===== config.mk =====
export PLATFORM = sky130hd
export DESIGN_NAME = fetch_ifid
export DESIGN_NICKNAME = d
export VERILOG_FILES = /design/src/rtl/fetch_ifid_pkg.sv /design/src/rtl/fetch_ifid_pc_reg.sv /design/src/rtl/fetch_ifid.sv
export SDC_FILE = /design/constraint.sdc
export NUM_CORES = 1
export LEC_CHECK = 0
export BUFFER_PORTS_ARGS = -buffer_cell sky130_fd_sc_hd__buf_2
export CAP_MARGIN = 15
export CORE_MARGIN = 2
export CORE_UTILIZATION = 53
export CTS_BUF_LIST = sky130_fd_sc_hd__clkbuf_16
export DETAILED_ROUTE_END_ITERATION = 8
export PLACE_DENSITY = 0.9
export SYNTH_ARGS = -nofsm -noshare
export SYNTH_HDL_FRONTEND = slang
export SYNTH_SLANG_ARGS = --single-unit

===== constraint.sdc =====
create_clock -name clk -period 4.3 [get_ports clk]
set_input_delay 0.43 -clock clk [delete_from_list [all_inputs] [get_ports clk]]
set_output_delay 0.43 -clock clk [all_outputs]
set_load 0.05 [all_outputs]

===== src/rtl/fetch_ifid_pkg.sv =====
`default_nettype none
// ============================================================================
//  Module      : fetch_ifid_pkg
//  Description : Shared RV32I pipeline types and constants for the fetch
//                stage and the IF/ID register.
//  Revision    : 1.0  initial release
// ============================================================================
package fetch_ifid_pkg;

    // Fetch control states
    typedef enum logic [1:0] {
        ST_RUN       = 2'd0,
        ST_HALT_PEND = 2'd1,
        ST_HALTED    = 2'd2
    } fetch_state_t;

    // addi x0,x0,0 used as a pipeline bubble
    localparam logic [31:0] C_NOP_INSTR   = 32'h0000_0013;
    localparam logic [6:0]  C_HALT_OPCODE = 7'b1111111;

    // Opcode field location within an instruction word
    localparam int C_OPCODE_MSB = 6;
    localparam int C_OPCODE_LSB = 0;

    // IF/ID pipeline register contents, shared with the decode stage
    typedef struct packed {
        logic [31:0] pc;
        logic [31:0] instr;
        logic        valid;
    } if_id_t;

    // True when the instruction's opcode field equals the given opcode
    function automatic logic f_opcode_is(input logic [31:0] instr,
                                         input logic [6:0]  opcode);
        return instr[C_OPCODE_MSB:C_OPCODE_LSB] == opcode;
    endfunction

endpackage
`default_nettype wire


===== src/rtl/fetch_ifid_pc_reg.sv =====
`default_nettype none
// ============================================================================
//  Module      : fetch_ifid_pc_reg
//  Description : Program counter with reset, hold, redirect and +4 advance.
//                Redirect wins over hold; redirect targets are word-aligned.
//  Revision    : 1.0  initial release
// ============================================================================
module fetch_ifid_pc_reg #(
    parameter logic [31:0] RESET_PC = 32'h0000_0000
) (
    input  logic        clk,
    input  logic        reset_n,
    input  logic        i_hold,
    input  logic        i_redirect,
    input  logic [31:0] i_target,
    output logic [31:0] o_pc
);

    logic [31:0] r_pc;

    // PC update: redirect to aligned target, hold, or step to next word
    always_ff @(posedge clk) begin
        if (!reset_n) begin
            r_pc <= RESET_PC;
        end else if (i_redirect) begin
            r_pc <= i_target & ~32'h0000_0003;
        end else if (!i_hold) begin
            r_pc <= r_pc + 32'd4;
        end
    end

    assign o_pc = r_pc;

endmodule
`default_nettype wire


===== src/rtl/fetch_ifid.sv =====
`default_nettype none
// ============================================================================
//  Module      : fetch_ifid
//  Description : RV32I instruction-fetch stage and IF/ID pipeline register.
//                Handles stall, branch flush, and freezes fetch once a halt
//                instruction has been committed into IF/ID.
//  Revision    : 1.0  initial release
// ============================================================================
module fetch_ifid
    import fetch_ifid_pkg::*;
#(
    parameter logic [31:0] RESET_PC    = 32'h0000_0000,
    parameter int          ADDR_W      = 8,
    parameter logic [31:0] NOP_INSTR   = C_NOP_INSTR,
    parameter logic [6:0]  HALT_OPCODE = C_HALT_OPCODE
) (
    input  logic              clk,
    input  logic              reset_n,
    input  logic              stall,
    input  logic              flush,
    input  logic [31:0]       branch_target,
    input  logic [31:0]       imem_instr,
    output logic [ADDR_W-1:0] imem_addr,
    output logic [31:0]       IF_ID_pc,
    output logic [31:0]       IF_ID_instr,
    output logic              IF_ID_valid,
    output logic              halted
);

    fetch_state_t r_state;
    if_id_t       r_if_id;
    logic         r_halted;

    logic [31:0]  w_pc;
    logic         w_pc_hold;
    logic         w_pc_redirect;
    logic         w_fetch_is_halt;

    assign w_fetch_is_halt = f_opcode_is(imem_instr, HALT_OPCODE);

    // PC control: only RUN advances; flush redirects in RUN and HALT_PEND
    always_comb begin
        w_pc_hold     = 1'b1;
        w_pc_redirect = 1'b0;
        case (r_state)
            ST_RUN: begin
                if (flush) begin
                    w_pc_redirect = 1'b1;
                end else if (!stall && !w_fetch_is_halt) begin
                    w_pc_hold = 1'b0;
                end
            end
            ST_HALT_PEND: begin
                w_pc_redirect = flush;
            end
            default: begin
                w_pc_hold = 1'b1;
            end
        endcase
    end

    fetch_ifid_pc_reg #(
        .RESET_PC (RESET_PC)
    ) u_pc_reg (
        .clk        (clk),
        .reset_n    (reset_n),
        .i_hold     (w_pc_hold),
        .i_redirect (w_pc_redirect),
        .i_target   (branch_target),
        .o_pc       (w_pc)
    );

    // IF/ID capture and halt state machine
    always_ff @(posedge clk) begin
        if (!reset_n) begin
            r_state        <= ST_RUN;
            r_if_id.pc     <= 32'h0000_0000;
            r_if_id.instr  <= NOP_INSTR;
            r_if_id.valid  <= 1'b0;
            r_halted       <= 1'b0;
        end else begin
            case (r_state)
                ST_RUN: begin
                    if (flush) begin
                        r_if_id.pc    <= 32'h0000_0000;
                        r_if_id.instr <= NOP_INSTR;
                        r_if_id.valid <= 1'b0;
                    end else if (!stall) begin
                        r_if_id.pc    <= w_pc;
                        r_if_id.instr <= imem_instr;
                        r_if_id.valid <= 1'b1;
                        if (w_fetch_is_halt) begin
                            r_state <= ST_HALT_PEND;
                        end
                    end
                end
                ST_HALT_PEND: begin
                    // The halt may be on a wrong path, so a flush still cancels it
                    if (flush) begin
                        r_if_id.pc    <= 32'h0000_0000;
                        r_if_id.instr <= NOP_INSTR;
                        r_if_id.valid <= 1'b0;
                        r_state       <= ST_RUN;
                    end else if (!stall) begin
                        r_state  <= ST_HALTED;
                        r_halted <= 1'b1;
                    end
                end
                ST_HALTED: begin
                    r_halted <= 1'b1;
                end
                default: begin
                    r_state <= ST_RUN;
                end
            endcase
        end
    end

    assign imem_addr   = w_pc[ADDR_W+1:2];
    assign IF_ID_pc    = r_if_id.pc;
    assign IF_ID_instr = r_if_id.instr;
    assign IF_ID_valid = r_if_id.valid;
    assign halted      = r_halted;

endmodule
`default_nettype wire


==> results of run 1 <==
[cell type report]
cell class / instances / area share, %
Tap cell: 99 / 2.56
Inverter: 4 / 0.310
Clock buffer: 9 / 4.65
Multi-Input combinational cell: 303 / 36.7
Clock inverter: 6 / 1.76
Sequential cell: 96 / 39.7
Timing Repair Buffer: 138 / 14.3
[Yosys cell counts (10+ instances only)]
| cell | count | area, µm² |
|---|---|---|
| buf_4 | 10 | 75.1 |
| and4_1 | 10 | 87.6 |
| nor3_1 | 12 | 60.1 |
| o21ai_0 | 28 | 140 |
| clkbuf_1 | 31 | 116 |
| nor2_1 | 80 | 300 |
| xnor2_1 | 17 | 149 |
| a21oi_1 | 18 | 90.1 |
| dfxtp_1 | 96 | 1920 |
| a22oi_1 | 59 | 443 |
| nand2_1 | 18 | 67.6 |
[kinds of logic after synthesis]
logic type / synth area share (%)
multiplexers: 0.256
AO/OA/AOI/OAI: 21.7
flip-flops: 49.2
AND/OR/NAND/NOR: 18.6
adder cells (fa/ha/maj): 0.320
other: 0.0960
XOR/XNOR: 4.26
buffers and inverters: 5.51
[layer usage]
layer,vias up,part of all wire (%)
met5,-,0
met4,0,2.2
met3,15,5.6
met2,122,49
met1,1768,44
li1,1808,-
[flip-flops by register name (all words and copies together) (netlist names)]
signal and cells:
IF_ID_instr 32, u_pc_reg.o_pc 30, IF_ID_pc 30, r_state 2
IF_ID_valid 1, halted 1
[power by group through the flow]
stage	logic, mW	registers [mW]	clock network, mW
final	0.250	0.966	0.830
after global routing	0.269	0.970	0.875
after CTS	0.251	0.964	0.843
after detailed placement	0.250	0.983	0
after global placement	0.244	0.981	0
after floorplan	0.130	1.03	0
[worst max-delay path: stages, from the launching register on]
cell and delay (ns):
dfxtp_1 0.39, nor4_4 0.42, o211ai_2 0.31, or4_1 0.68, or3_1 0.36, a31oi_1 0.16
[through the flow]
stage	util (%)	power, mW	cell area, µm²	hold slack [ns]
finish	67.4	2.05	4840	0.343
global route	67.4	2.11	4840	0.355
CTS	67.4	2.06	4840	0.341
detailed placement	63.1	1.23	4530	0.440
global placement	63.1	1.23	4530	0.435
floorplan	-	1.16	3910	0.489
[path summary, 6_finish.rpt]
check	from	endpoint	slack, ns	cells past startpoint
worst max register to register	r_state[1]	u_pc_reg.o_pc[26]	1.89	5
worst min-delay path	imem_instr[9]	IF_ID_instr[9]	0.34	3
worst max-delay path	r_state[1]	u_pc_reg.o_pc[26]	1.89	5
worst min register to register	halted	halted	0.45	1
[layout by cell type (no fill, tap or decap), drive strengths merged, types with 3 or more instances in the layout]
cell / netlist / final
buf: 12 / 138
dfxtp: 96 / 96
nor2: 80 / 80
a22oi: 59 / 59
o21ai: 29 / 29
nand2: 18 / 18
a21oi: 18 / 18
xnor2: 17 / 17
nor3: 12 / 12
and4: 10 / 10
nand3: 9 / 9
a211oi: 9 / 9
clkbuf: 31 / 9
nand4: 6 / 6
inv: 4 / 6
nor4: 5 / 5
o22ai: 3 / 3
or3: 3 / 3
a31oi: 3 / 3
==> flow_summary.toml, run 1 <==
[clock_network]
cts_buffers = 9
cts_resized = 0
post_cts_buffers = 0
clk_pin_slew_ns = 0.06
cts_sinks = 96
clock-root-buffer = "clkbuf_16"
cts_tree = "yes"
clock_latency_ns = 0.34
postCtsHoldBufs = 0
clock_path_buffers = 2
htree_levels = 3

[sta]
finalHoldViolations = 0
setup_viol_count_final = 0
worst_pin_slew_ns = 1.13
fmax_mhz = 414
setup_ws_ns = 1.89
rsz0062_at_grt = "false"
period_share_pct = 56.1
finalCriticalPeriod_ns = 2.41
drv_slew = 0
setup-tns-final_ns = 0
fin_skew_ns = 0.00611
relSlewSlack_pct = 24.5

[place]
gp_congestion = 0.835
dp_hpwl_um = 6560
place_inst = 640
io_buffers = 137
dp_slack_ns = 1.79

[power_and_ir_drop]
vdd_drop_max_mv = 0.265
clockPowerShare_pct = 40.6
switchingPower_uw = 536
p_comb_share_pct = 12.2
p_leak_nw = 2.02
switching_share_pct = 26.2
powerDensity_mw_per_mm2 = 423
seqPwrFrac_pct = 47.2
p_int_mw = 1.51

[global_routing]
antenna_found_initial = 0
grt_use_met3_pct = 3.35
met2_usage_pct = 40.3
grt_first_pass_wirelength_um = 15500
grt_use_met1_pct = 28.3
gr-total-overflow = 0
first_global_vias = 3335
grt_max_degree = 67
grt_most_used_layer = "met2"
grtUsageTotal_pct = 23.0

[critical_path]
cp-end-kind = "flop"
critPathRequiredTime_ns = 4.56
crit_type = "flop to flop"
cp-start-kind = "flop"
cp.arrival_ns = 2.67
path_max_fanout = 10

[logic_synthesis]
synth_warnings = 0
async_reset_ff_share_pct = 0
syn_area_mm2 = 0.00391
synth_cell_type_count = 41
yosysSeqAreaShare_pct = 49.2
synth_enable_flop_cells = 0
avgSynthCellArea_um2 = 8.78
syn_inst = 445
ys_dominant_reg_cell = "dfxtp_1"
ys_ff_latch = 96

[detailed_routing]
antenna_left = 0
wl_um = 9830
vias = 3713
drt_iter0_drc = 201
post_drt_wl_per_cell_um = 15.0
dr.pass1.iters = 5
via_per_inst = 5.67
drc = 0

[die]
std_cell_rows = 31
io-pin-count = 142
fp.dieH_um = 89.9
die_x_um = 89.9
start_util_pct = 54.4
core_area_mm2 = 0.00718
dieArea_mm2 = 0.00807

[final_layout]
fin_cells = 655
n_fill_cell = 617
drive_gt1_share_pct = 28.4
area_growth_syn_to_layout_pct = 23.9
nets = 621
multi_input_area_mm2 = 0.00178
regArea_mm2 = 0.00192
antenna_cells = 0

[job]
maxCapViolCount = 0

[status]
status = "completed"

[hold_path]
hp-class = "input port to flop"
Note: power is estimated with default switching activity, not from simulation.
==> run 2: changes to the inputs <==
CORE_UTILIZATION = 44   (was 53)
PLACE_DENSITY = 0.8   (was 0.9)
clock period = 2.2 ns   (was 4.3 ns; I/O delays follow)
==> run 2 against run 1 <==
Compared with the run above: largest cell class unchanged; first-iteration DRC count down 4.0%; combinational power up 110%; flip-flop and latch count unchanged; global-route usage down 2.2 points.
==> flow_summary.toml, run 2 (synthesis results as in run 1) <==
[critical_path]
reg2reg_slack_ns = 0.21
critPathRequiredTime_ns = 2.46
cp-start-kind = "flop"
cpMaxStageDelayCell = "or4_4"
critPathMaxStageDelay_ns = 0.58
cp.arrival_ns = 2.25
crit_type = "flop to flop"
path_cells = "and4_1 > nand3_1 > or4_4 > or3_1 > a31oi_1"
cp-end-kind = "flop"
path_max_fanout = 7

[detailed_routing]
post_drt_wl_per_cell_um = 15.2
antenna_left = 0
drc = 0
via_per_inst = 5.49
drt_iter0_drc = 193
vias = 3764
wl_um = 10400
dr.pass1.iters = 4

[global_routing]
first_global_vias = 3533
grt_first_pass_wirelength_um = 16500
gr-total-overflow = 0
antenna_found_initial = 0
grtUsageTotal_pct = 20.8
grt_max_degree = 61

[final_layout]
final_cell_mix = "buf_2 (137), dfxtp_1 (96), nor2_1 (80), a22oi_1 (59), o21ai_0 (28)"
drive_gt1_share_pct = 31.0
final_area_mm2 = 0.00499
area_growth_syn_to_layout_pct = 27.6
mostFrequentLayoutCell = "buf_2"
nets = 641
utilization_pct = 57.5
antenna_cells = 0
largest_reg_flops = 32

[power_and_ir_drop]
vdd_drop_max_mv = 0.370
p_leak_nw = 2.11
powerDensity_mw_per_mm2 = 768

[sta]
fmax_mhz = 503
finalHoldViolations = 0
drv_slew = 0
worst_pin_slew_ns = 0.660
relSlewSlack_pct = 56.0
setup_ws_ns = 0.212
setup-tns-final_ns = 0
finalCriticalPeriod_ns = 1.99
fin_hold_ws_ns = 0.135
period_share_pct = 90.3
rsz0062_at_grt = "false"
fin_skew_ns = 0.00730
setup_viol_count_final = 0

[job]
maxCapViolCount = 0

[clock_network]
clock-root-buffer = "clkbuf_16"
cts_sinks = 96
cts_tree = "yes"
post_cts_buffers = 0
htree_levels = 3
cts_buffers = 9
clock_latency_ns = 0.33
clock_path_buffers = 2
clk_pin_slew_ns = 0.07

[die]
fp.dieH_um = 98.2
core_area_mm2 = 0.00868
dieArea_mm2 = 0.00965
std_cell_rows = 34
io-pin-count = 142
die_x_um = 98.2
start_util_pct = 45.0

[hold_path]
hp-class = "input port to flop"

[place]
io_buffers = 137
placed_area_mm2 = 0.00468
dp_hpwl_um = 7090
dp_slack_ns = 0.127
gp_congestion = 0.831

[status]
status = "completed"
## run 2: changes by cell type in the layout (fill, tap and decap cells not counted), sizes merged
| cell | change |
|---|---|
| clkinv | +3 |
| buf | +20 |
| bufinv | -2 |
## run 2: through the flow
| step | power (mW) | cells |
|---|---|---|
| 5_1_grt | 3.98 | 685 |
| 6_report | 3.83 | 685 |
| 2_1_floorplan | 2.27 | 446 |
| 3_5_place_dp | 2.43 | 668 |
| 4_1_cts | 3.85 | 684 |
| 3_3_place_gp | 2.42 | 668 |
## run 2: area by class of cell
class,instances,area [µm²]
Inverter,4,15.0
Fill cell,778,3690
Timing Repair Buffer,158,863
Clock buffer,9,225
Tap cell,108,135
Multi-Input combinational cell,303,1780
Sequential cell,96,1920
Clock inverter,7,46.3
## run 2: power breakdown
part / internal [mW] / leakage [nW] / switching, mW
Combinational: 0.174 / 1.19 / 0.358
Clock: 0.766 / 0.131 / 0.657
Sequential: 1.81 / 0.786 / 0.0625
Total: 2.75 / 2.11 / 1.08
## run 2: worst max-delay path: cells and delay by family (launching register included)
kind / cells / cell delay (ns)
simple gates: 4 / 1.35
flops: 1 / 0.41
compound gates: 1 / 0.16
## run 2: repair_timing
item                       in CTS  in global routing
setup endpoints to repair       0                  2
resized for setup               0                  1
hold buffers                    0                  0
## run 2: path summary, 6_finish.rpt
| path | endpoint | startpoint | cells after the start |
|---|---|---|---|
| max reg2reg | u_pc_reg.o_pc[26] | u_pc_reg.o_pc[10] | 5 |
| max | u_pc_reg.o_pc[26] | u_pc_reg.o_pc[10] | 5 |
| min reg2reg | halted | halted | 1 |
| min | IF_ID_instr[10] | imem_instr[10] | 3 |
## run 2: routing by layer
metal | routed length [µm] | up-vias | track usage, % | share of wire (%)
met3 | 629 | 16 | 3.08 | 6.1
met1 | 4580 | 1757 | 27.3 | 44
met4 | 213 | 0 | 8.43 | 2.1
met2 | 4960 | 139 | 34.6 | 48
met5 | 0 | - | 0 | 0
li1 | - | 1852 | - | -
==> run 3: changes to the inputs <==
CORE_MARGIN = 10   (was 2)
==> run 3 against run 2 <==
Compared with the run above: final area is 0.48% higher; flip-flop and latch count did not move; die area increased by 35%; first-iteration DRC count up 27%.
==> flow_summary.toml, run 3 (synthesis results as in run 1) <==
[sta]
worst_pin_slew_ns = 0.747
setup-tns-final_ns = 0
rsz0062_at_grt = "false"
fin_skew_ns = 0.00773
fmax_mhz = 492
drv_slew = 0
finalCriticalPeriod_ns = 2.03
fin_hold_ws_ns = 0.141
finalHoldViolations = 0
relSlewSlack_pct = 50.2
period_share_pct = 92.4
setup_viol_count_final = 0

[global_routing]
first_global_vias = 3752
gr-total-overflow = 0
grt_max_degree = 61
grt_first_pass_wirelength_um = 18400
grt_most_used_layer = "met2"
met2_usage_pct = 29.3
antenna_found_initial = 0
grt_use_met1_pct = 19.0
grt_use_met3_pct = 6.03
grtUsageTotal_pct = 17.1

[critical_path]
cp-start-kind = "flop"
critPathMaxStageDelay_ns = 0.62
worstRegToRegCells = 5
critPathRequiredTime_ns = 2.46
reg2reg_from = "u_pc_reg.o_pc[14]"
cp-end-kind = "flop"
crit_type = "flop to flop"
cp.arrival_ns = 2.29
rr_endpoint = "u_pc_reg.o_pc[30]"
reg2reg_slack_ns = 0.17
path_cells = "and4_2 > nand2_1 > or4_4 > or3_1 > a31oi_1"
path_max_fanout = 7
cpMaxStageDelayCell = "or4_4"

[hold_path]
hp-class = "input port to flop"
hp-start = "imem_instr[10]"
whs_endpoint = "IF_ID_instr[10]"
whs_path_depth = 3

[clock_network]
clock-root-buffer = "clkbuf_16"
clock_latency_ns = 0.33
cts_buffers = 9
clk_pin_slew_ns = 0.07
cts_tree = "yes"
clock_path_buffers = 2
postCtsHoldBufs = 0
cts_sinks = 96
htree_levels = 3

[place]
dp_hpwl_um = 8200
gp_congestion = 0.812
io_buffers = 137

[detailed_routing]
wl_um = 11400
antenna_left = 0
drc = 0
via_per_inst = 5.47
vias = 3717
drt_iter0_drc = 246
post_drt_wl_per_cell_um = 16.7
dr.pass1.iters = 5

[final_layout]
n_fill_cell = 770
final_cell_mix = "buf_2 (137), dfxtp_1 (96), nor2_1 (80), a22oi_1 (59), o21ai_0 (28)"
drive_gt1_share_pct = 31.0
largest_reg_flops = 32
mostFrequentLayoutCell = "buf_2"
area_growth_syn_to_layout_pct = 28.3
nets = 636
utilization_pct = 57.7
antenna_cells = 0

[die]
die_x_um = 114
dieArea_mm2 = 0.0130
io-pin-count = 142
fp.dieH_um = 114
core_area_mm2 = 0.00868
start_util_pct = 45.0
std_cell_rows = 34

[job]
maxCapViolCount = 0

[power_and_ir_drop]
vdd_drop_max_mv = 0.408
power_mw = 4.04
p_leak_nw = 2.11
powerDensity_mw_per_mm2 = 806

[status]
status = "completed"
==> run 3: cell count changes in the layout (fill, tap and decap cells not counted), sizes merged <==
cell | before | now
buf | 158 | 153
bufinv | 0 | 2
clkinv | 4 | 1
==> run 3: cell type report <==
cell class	instances	area (µm²)	share of cell area [%]
multi-input combinational	303	1790	35.8
clock inverter	6	85.1	1.70
inverter	4	15.0	0.300
sequential	96	1920	38.4
tap	108	135	2.70
timing repair buffer	153	835	16.7
clock buffer	9	225	4.50
==> run 3: through the flow <==
| stage | setup slack (ns) | instances | area, µm² |
|---|---|---|---|
| floorplan | 0.00643 | 446 | 3910 |
| CTS | 0.0708 | 678 | 4970 |
| global route | 0.0309 | 679 | 5010 |
| detailed placement | 0.0917 | 663 | 4660 |
| global placement | 0.145 | 663 | 4660 |
| finish | 0.167 | 679 | 5010 |
==> run 3: critical path: cells and delay by family (launching register included) <==
family | cells | cell delay (ns)
DFF | 1 | 0.41
and+or+nand+nor | 4 | 1.40
AOI/OAI and AO/OA | 1 | 0.15
==> run 3: what timing repair did <==
item	in CTS	in global routing
setup buffers	0	0
setup endpoints to repair	0	5
gates resized for setup	0	5
endpoints found under the hold margin	0	0
==> run 3: worst max-delay path by stage <==
stage,end,depth (start not counted),start
global placement,u_pc_reg.o_pc[30],5,u_pc_reg.o_pc[14]
CTS,u_pc_reg.o_pc[26],5,u_pc_reg.o_pc[14]
finish,u_pc_reg.o_pc[30],5,u_pc_reg.o_pc[14]
floorplan,u_pc_reg.o_pc[26],6,r_state[0]
detailed placement,u_pc_reg.o_pc[28],5,u_pc_reg.o_pc[14]
global route,u_pc_reg.o_pc[30],5,u_pc_reg.o_pc[14]
==> run 3: report_power, final <==
group          leakage, nW  switching (mW)  total, mW  internal [mW]
registers            0.786          0.0684       1.88           1.81
clock network        0.153           0.646       1.63          0.988
logic                 1.17           0.353      0.522          0.169
total                 2.11            1.07       4.04           2.97
==> run 3: layer usage <==
| layer | vias up | routed length, µm |
|---|---|---|
| met5 | - | 0 |
| met4 | 0 | 104 |
| met3 | 8 | 970 |
| met2 | 131 | 5580 |
| met1 | 1734 | 4700 |
| li1 | 1844 | - |
